--- config.mk ---
export PLATFORM = sky130hd
export DESIGN_NAME = wb_ram_arbiter
export DESIGN_NICKNAME = d
export VERILOG_FILES = /design/src/rtl/wb_ram_arbiter.sv
export SDC_FILE = /design/constraint.sdc
export NUM_CORES = 1
export LEC_CHECK = 0
export ABC_AREA = 0
export BUFFER_PORTS_ARGS = -buffer_cell sky130_fd_sc_hd__buf_4
export CELL_PAD_IN_SITES_DETAIL_PLACEMENT = 1
export CELL_PAD_IN_SITES_GLOBAL_PLACEMENT = 1
export CORE_AREA = 2 2 130 132
export CTS_CLUSTER_DIAMETER = 200
export CTS_CLUSTER_SIZE = 25
export DETAILED_ROUTE_END_ITERATION = 10
export DIE_AREA = 0 0 132 134
export GPL_ROUTABILITY_DRIVEN = 0
export GPL_TIMING_DRIVEN = 0
export HOLD_SLACK_MARGIN = 0.05
export PLACE_DENSITY_LB_ADDON = 0.1
export SLEW_MARGIN = 20
export SYNTH_ARGS = -nofsm -noshare
export SYNTH_HDL_FRONTEND = slang
export SYNTH_SLANG_ARGS = --single-unit
--- constraint.sdc ---
create_clock -name wb_clk_i -period 1.1 [get_ports wb_clk_i]
set_input_delay 0.165 -clock wb_clk_i [delete_from_list [all_inputs] [get_ports wb_clk_i]]
set_output_delay 0.165 -clock wb_clk_i [all_outputs]
set_load 0.03 [all_outputs]
--- src/rtl/wb_ram_arbiter.sv ---
// Round-robin Wishbone arbiter sharing one wb_ram slave port among NUM_MASTERS masters.
// Optional bus watchdog enabled by defining WB_ARB_TIMEOUT_EN.
module wb_ram_arbiter #(
    parameter int NUM_MASTERS    = 2,
    parameter int AW             = 32,
    parameter int DW             = 32,
    parameter int TIMEOUT_CYCLES = 256
) (
    input  logic                        wb_clk_i,
    input  logic                        wb_rst_ni,
    input  logic [NUM_MASTERS*AW-1:0]   wbm_adr_i,
    input  logic [NUM_MASTERS*DW-1:0]   wbm_dat_i,
    input  logic [NUM_MASTERS*DW/8-1:0] wbm_sel_i,
    input  logic [NUM_MASTERS-1:0]      wbm_we_i,
    input  logic [NUM_MASTERS-1:0]      wbm_cyc_i,
    input  logic [NUM_MASTERS-1:0]      wbm_stb_i,
    input  logic [NUM_MASTERS*3-1:0]    wbm_cti_i,
    input  logic [NUM_MASTERS*2-1:0]    wbm_bte_i,
    output logic [NUM_MASTERS*DW-1:0]   wbm_dat_o,
    output logic [NUM_MASTERS-1:0]      wbm_ack_o,
    output logic [NUM_MASTERS-1:0]      wbm_err_o,
    output logic [NUM_MASTERS-1:0]      wbm_rty_o,
    output logic [AW-1:0]               wbs_adr_o,
    output logic [DW-1:0]               wbs_dat_o,
    output logic [DW/8-1:0]             wbs_sel_o,
    output logic                        wbs_we_o,
    output logic                        wbs_cyc_o,
    output logic                        wbs_stb_o,
    output logic [2:0]                  wbs_cti_o,
    output logic [1:0]                  wbs_bte_o,
    input  logic [DW-1:0]               wbs_dat_i,
    input  logic                        wbs_ack_i,
    input  logic                        wbs_err_i,
    input  logic                        wbs_rty_i,
    output logic [NUM_MASTERS-1:0]      grant_o
);
    localparam int SW = DW / 8;
    localparam int IW = (NUM_MASTERS > 1) ? $clog2(NUM_MASTERS) : 1;

    typedef enum logic {IDLE, OWNED} state_t;

    state_t                 state_q, state_d;
    logic [NUM_MASTERS-1:0] grant_q, grant_d;
    logic [IW-1:0]          last_q, last_d;
    logic [NUM_MASTERS-1:0] req;
    logic [IW-1:0]          winner;
    logic                   found;
    logic                   own_cyc, own_stb;
    logic                   timeout;
    logic                   resp;

    assign resp    = wbs_ack_i | wbs_err_i | wbs_rty_i;
    assign grant_o = grant_q;

`ifdef WB_ARB_TIMEOUT_EN
    localparam int CW = $clog2(TIMEOUT_CYCLES + 1);
    logic [CW-1:0]          cnt_q, cnt_d;
    logic [NUM_MASTERS-1:0] blk_q, blk_d;

    assign timeout = (state_q == OWNED) && (cnt_q == CW'(TIMEOUT_CYCLES));
    // A timed-out master stays excluded until it lets go of cyc.
    assign req     = wbm_cyc_i & ~blk_q;

    always_comb begin
        cnt_d = cnt_q;
        if (state_q != OWNED || resp)
            cnt_d = '0;
        else if (own_cyc && own_stb)
            cnt_d = cnt_q + CW'(1);
        blk_d = (blk_q & wbm_cyc_i) | (timeout ? grant_q : '0);
    end

    always_ff @(posedge wb_clk_i or negedge wb_rst_ni) begin
        if (!wb_rst_ni) begin
            cnt_q <= '0;
            blk_q <= '0;
        end else begin
            cnt_q <= cnt_d;
            blk_q <= blk_d;
        end
    end
`else
    assign timeout = 1'b0;
    assign req     = wbm_cyc_i;
`endif

    always_ff @(posedge wb_clk_i or negedge wb_rst_ni) begin
        if (!wb_rst_ni) begin
            state_q <= IDLE;
            grant_q <= '0;
            last_q  <= IW'(NUM_MASTERS - 1);
        end else begin
            state_q <= state_d;
            grant_q <= grant_d;
            last_q  <= last_d;
        end
    end

    // Rotating search: masters above the last owner first, then wrap around.
    always_comb begin
        found  = 1'b0;
        winner = last_q;
        for (int i = 0; i < NUM_MASTERS; i++) begin
            if (!found && req[i] && i > int'(last_q)) begin
                found  = 1'b1;
                winner = IW'(i);
            end
        end
        for (int i = 0; i < NUM_MASTERS; i++) begin
            if (!found && req[i] && i <= int'(last_q)) begin
                found  = 1'b1;
                winner = IW'(i);
            end
        end

        state_d = state_q;
        grant_d = grant_q;
        last_d  = last_q;
        case (state_q)
            IDLE: begin
                if (found) begin
                    state_d = OWNED;
                    last_d  = winner;
                    for (int i = 0; i < NUM_MASTERS; i++)
                        grant_d[i] = (i == int'(winner));
                end
            end
            OWNED: begin
                if (!own_cyc || timeout) begin
                    state_d = IDLE;
                    grant_d = '0;
                end
            end
            default: begin
                state_d = IDLE;
                grant_d = '0;
            end
        endcase
    end

    // AND-OR mux on the one-hot grant; everything reads as zero while idle.
    always_comb begin
        own_cyc   = 1'b0;
        own_stb   = 1'b0;
        wbs_adr_o = '0;
        wbs_dat_o = '0;
        wbs_sel_o = '0;
        wbs_we_o  = 1'b0;
        wbs_cti_o = '0;
        wbs_bte_o = '0;
        for (int i = 0; i < NUM_MASTERS; i++) begin
            if (grant_q[i]) begin
                own_cyc   = own_cyc   | wbm_cyc_i[i];
                own_stb   = own_stb   | wbm_stb_i[i];
                wbs_adr_o = wbs_adr_o | wbm_adr_i[i*AW +: AW];
                wbs_dat_o = wbs_dat_o | wbm_dat_i[i*DW +: DW];
                wbs_sel_o = wbs_sel_o | wbm_sel_i[i*SW +: SW];
                wbs_we_o  = wbs_we_o  | wbm_we_i[i];
                wbs_cti_o = wbs_cti_o | wbm_cti_i[i*3 +: 3];
                wbs_bte_o = wbs_bte_o | wbm_bte_i[i*2 +: 2];
            end
        end
        wbs_cyc_o = own_cyc & ~timeout;
        wbs_stb_o = own_cyc & own_stb & ~timeout;
    end

    genvar gi;
    generate
        for (gi = 0; gi < NUM_MASTERS; gi++) begin : g_resp
            assign wbm_dat_o[gi*DW +: DW] = wbs_dat_i;
            assign wbm_ack_o[gi] = grant_q[gi] & wbs_ack_i;
            assign wbm_err_o[gi] = grant_q[gi] & (wbs_err_i | timeout);
            assign wbm_rty_o[gi] = grant_q[gi] & wbs_rty_i;
        end
    endgenerate

endmodule

# Yosys cells after proc, flatten, opt, wreduce, memory -nomap -nowiden
# Index checks and enable logic that the tools add are counted.
totals:
  reg_bits: 4
  out_inout_bits: 148
  word_cells: 60
classes:
  magnitude_cmp: 2
  n_eq_ne: 2
  muxes: 28
  bitwise: 17
  reduce_logical: 8
ops:
  columns: ["operator", "count"]
  rows:
  - ["32-bit two-way mux", 4]
  - ["32-bit OR", 2]
  - ["1-bit two-way mux", 14]
  - ["2-bit two-way mux", 4]
  - ["4-bit two-way mux", 2]
  - ["1-bit bitwise AND", 7]
  - ["3-bit two-way mux", 2]
  - ["1-bit logical AND", 4]
  - ["2-bit != test (second input constant)", 2]
  - ["4-bit OR", 1]
  - ["2-bit one-hot mux with 2 select lines", 1]
  - ["2-bit AND reduction", 2]
  - ["1-bit OR", 3]
  - ["3-bit OR", 1]
  - ["1-bit zero test", 2]
  - ["1-bit inverter", 2]
  - ["2-bit OR", 1]
  - ["1-bit one-hot mux with 2 select lines", 1]
  - ["1-bit > comparator (first input constant)", 1]
  - ["1-bit <= comparator (first input constant)", 1]

# Depth between registers and ports, before layout
logic_depth:
  depth_word: 13
  mapped_depth: 4

# Least setup slack after synthesis
# Ideal clock, no wire load.
synth_timing:
  path_kind: "flip-flop to output port"
  from: "register grant_q[1], in the netlist grant_o[1]"
  to: "output wbs_adr_o[10]"
  arrival_ns: 1.247
  t_required_ns: 0.935
  slack_ns: -0.312
  path_stages_with_launch: 4
  path_buffers: 2
  path_cell_list: "dfrtp_1 > buf_2 > buf_2 > a22o_1"
synth_between:
  elab_chain_cells: 1
synth_lines:
  columns: ["item", "line_no", "text"]
  rows:
  - ["start: declaration", "43", "logic [NUM_MASTERS-1:0] grant_q, grant_d;"]
  - ["start signal: assignment", "94", "grant_q <= grant_d;"]
  - ["32-bit two-way mux", "152", "if (grant_q[i]) begin"]
  - ["end: declaration", "23", "output logic [AW-1:0] wbs_adr_o,"]
# No other way between the ends.

# Worst setup path in the final report
layout_timing:
  from: "register grant_q[1], in the netlist grant_o[1]"
  to: "output wbs_stb_o"
layout_between:
  elab_chain_cells: 2
  word_cells_on_any_way: 3
layout_lines:
  columns: ["item", "line_no", "text"]
  rows:
  - ["1-bit two-way mux", "152", null]
  - ["1-bit bitwise AND *", "164", "wbs_stb_o = own_cyc & own_stb & ~timeout;"]
  - ["end: declaration", "28", "output logic wbs_stb_o,"]
# Every way passes the cells marked *; elsewhere a longest branch is shown, timed or not.

==> results.txt <==
Post-layout min period - 1.51 ns
Internal Dissipation - 0.00601 W
Hold WC Path Type - input pin to register
Die area - 17700 um2
PwrDens - 2430 nW/um2
FILL cells - 1955
Most frequent cells in the layout - 288 x buf_4, 92 x buf_6, 65 x a22o_2
Clock sink count - 4
CTS tree - done
Via count - 2686
Final hold violations - 0
Vert. Die Dim - 134 um
Core box area - 16300 um2
Max-Cap Viols - 0
Depth of the CTS H-tree - 1
Final Setup Violations - 84
Initial DRC count - 16
Placed cell count - 713
Worst path cell trace - buf_4, a22o_1, a32o_2, buf_6
Clk buf depth - 2
Largest net degree at the start of global routing - 11
Hold depth - 3
Post-synthesis register bit count - 4
Sw power - 0.00575 W
ANT cells - 0
Max IR drop VDD - 0.000821 V
Crit Path Max Fanout - 3
Site row count - 47
Max-slew headroom - 0.835
GRT Total Usage - 0.114
Fin nets - 693
Number of CTS-inserted buffers - 3
Syn_nets - 380
Non-filler cells, final - 723
DRC violations left - 0
DP HPWL - 9430 um
Final ANT Viol Nets - 0
Fin. max-slew vios - 0
Multi-input gate area - 1000 um2
Cells after Synth - 191
Setup slack after layout - -0.408 ns
Leakage - 2.57 nW
Synthesized cell area - 1510 um2
First-pass GRT wire length - 16300 um
Commonest non-fill, non-tap cell in the layout - buf_4
Power Total - 0.0118 W
CP peak stage delay - 0.42 ns
Failing checks - setup timing
Count of cell types in the netlist - 18
Area growth, synth to finish - 221%
Post-route cell area - 4840 um2
DR pass1 iterations - 3
Power share of the clock group - 0.050
Sequential cell area - 104 um2
CP Capture Type - primary output
I/O Buffers - 302
Sw Share - 0.489
RSZ-0062 raised after global routing - yes
Synthesized area per cell - 7.89 um2
Max Freq - 0.663 GHz
Reg2reg path depth - 5
Status - finished, violations left
CTS root buffer - clkbuf_16
Share of cells above drive strength 1 - 0.958
Num ports - 337
Clock Latency Late Sink - 0.23 ns
Cell Area, Placed - 4240 um2
Initial antenna violation count - 0
CP Buf/Inv Count - 2
Seq/Total Area, Yosys - 0.0672
Worst path top cell family by delay - flip-flops
Final worst-path cycle share - 1.37
Initial Utilization - 0.0926
Via-per-instance ratio - 3.72
Grt total ovfl - 0
Worst path depth - 4
Clock Skews - 0.00334 ns
Share of power burned in registers - 0.026
Clock transition at path regs - 0.03 ns
Synth warnings - 0
WP data arrival - 1.34 ns
Number of global-route vias before repair - 2879
Setup CP Type - register to primary output
Combinational power share - 0.923
Routed WL - 11000 um
Worst Path Required - 0.94 ns
Slew @ Worst Pin - 0.247 ns
Die width - 132 um
Wire per inst - 15.3 um
Crit path launch type - register
Slowest CP cell - dfrtp_2
Final core utilization - 0.297
==> cell families after synthesis <==
logic type | synth area share
AOI/OAI and AO/OA | 0.490
buffers and inverters | 0.398
and+or+nand+nor | 0.0457
DFF | 0.0672
==> timing repair <==
item	in CTS	in global routing
endpoints found under the setup margin	83	86
hold buffers	1	0
pin swaps	1	0
hold endpoints to repair	4	0
buffers inserted	5	0
resized for setup	121	9
==> worst paths after layout <==
kind,startpoint,to,slack [ns]
worst max register to register,grant_o[1]$_DFFE_PN0P_,grant_o[1]$_DFFE_PN0P_,-0.07
worst max-delay path,grant_o[1]$_DFFE_PN0P_,wbs_stb_o,-0.41
max in group asynchronous,wb_rst_ni,last_q$_DFFE_PN1P_,0.64
min in group asynchronous,wb_rst_ni,grant_o[0]$_DFFE_PN0P_,0.27
worst min register to register,last_q$_DFFE_PN1P_,last_q$_DFFE_PN1P_,0.52
worst min-delay path,wbm_cyc_i[1],state_q$_DFF_PN0_,0.20
==> power groups by stage <==
stage	logic, W	registers (W)	clock network, W
after global placement	0.00919	0.000305	0
after CTS	0.0109	0.000311	0.000600
final	0.0109	0.000310	0.000592
after detailed placement	0.00920	0.000310	0
after global routing	0.0114	0.000325	0.000616
after floorplan	0.00583	0.000363	0
==> area by class of cell <==
class | count | area share
tap | 220 | 0.0569
multi-input combinational | 101 | 0.207
sequential | 4 | 0.0215
timing repair buffer | 308 | 0.543
clock buffer | 4 | 0.0163
buffer | 84 | 0.154
inverter | 2 | 0.00155
==> worst register-to-register path: cells and delay by family, from the launching register on <==
family,cells,cell delay (ns)
AO/OA/AOI/OAI,2,0.22
buffers and inverters,2,0.31
flip-flops,1,0.42
AND/OR/NAND/NOR,1,0.10
==> routing by layer <==
layer | GRT usage | share of wire | vias up
met5 | 0 | 0 | -
met4 | 0.00725 | 0.0019 | 0
met3 | 0.0287 | 0.084 | 3
met2 | 0.246 | 0.60 | 159
met1 | 0.112 | 0.31 | 1242
li1 | - | - | 1282
==> stage by stage <==
step	hold slack, ns	setup WS (ns)	setup TNS, ns
CTS	0.205	-0.421	-32.29
finish	0.198	-0.408	-31.67
global placement	-0.0367	-0.266	-19.44
detailed placement	-0.0369	-0.263	-19.82
global route	0.217	-0.446	-34.62
floorplan	-0.131	-0.149	-11.53
==> state kept, by name, indices dropped and copies added (netlist names) <==
name and cells:
grant_o 2, last_q 1, state_q 1
==> Yosys cell counts (all sizes together) <==
library cell | count | area [um2]
a21o | 1 | 7.51
a21oi | 3 | 15.0
a22o | 77 | 674
a32o | 1 | 10.0
and2 | 6 | 37.5
buf | 83 | 588
clkbuf | 1 | 3.75
dfrtp | 3 | 75.1
dfstp | 1 | 26.3
inv | 2 | 7.51
nand2 | 3 | 11.3
nand2b | 1 | 6.26
nor2 | 2 | 7.51
nor2b | 1 | 6.26
o21ai | 5 | 25.0
o22ai | 1 | 6.26
Power figures use the tool's default switching activity.
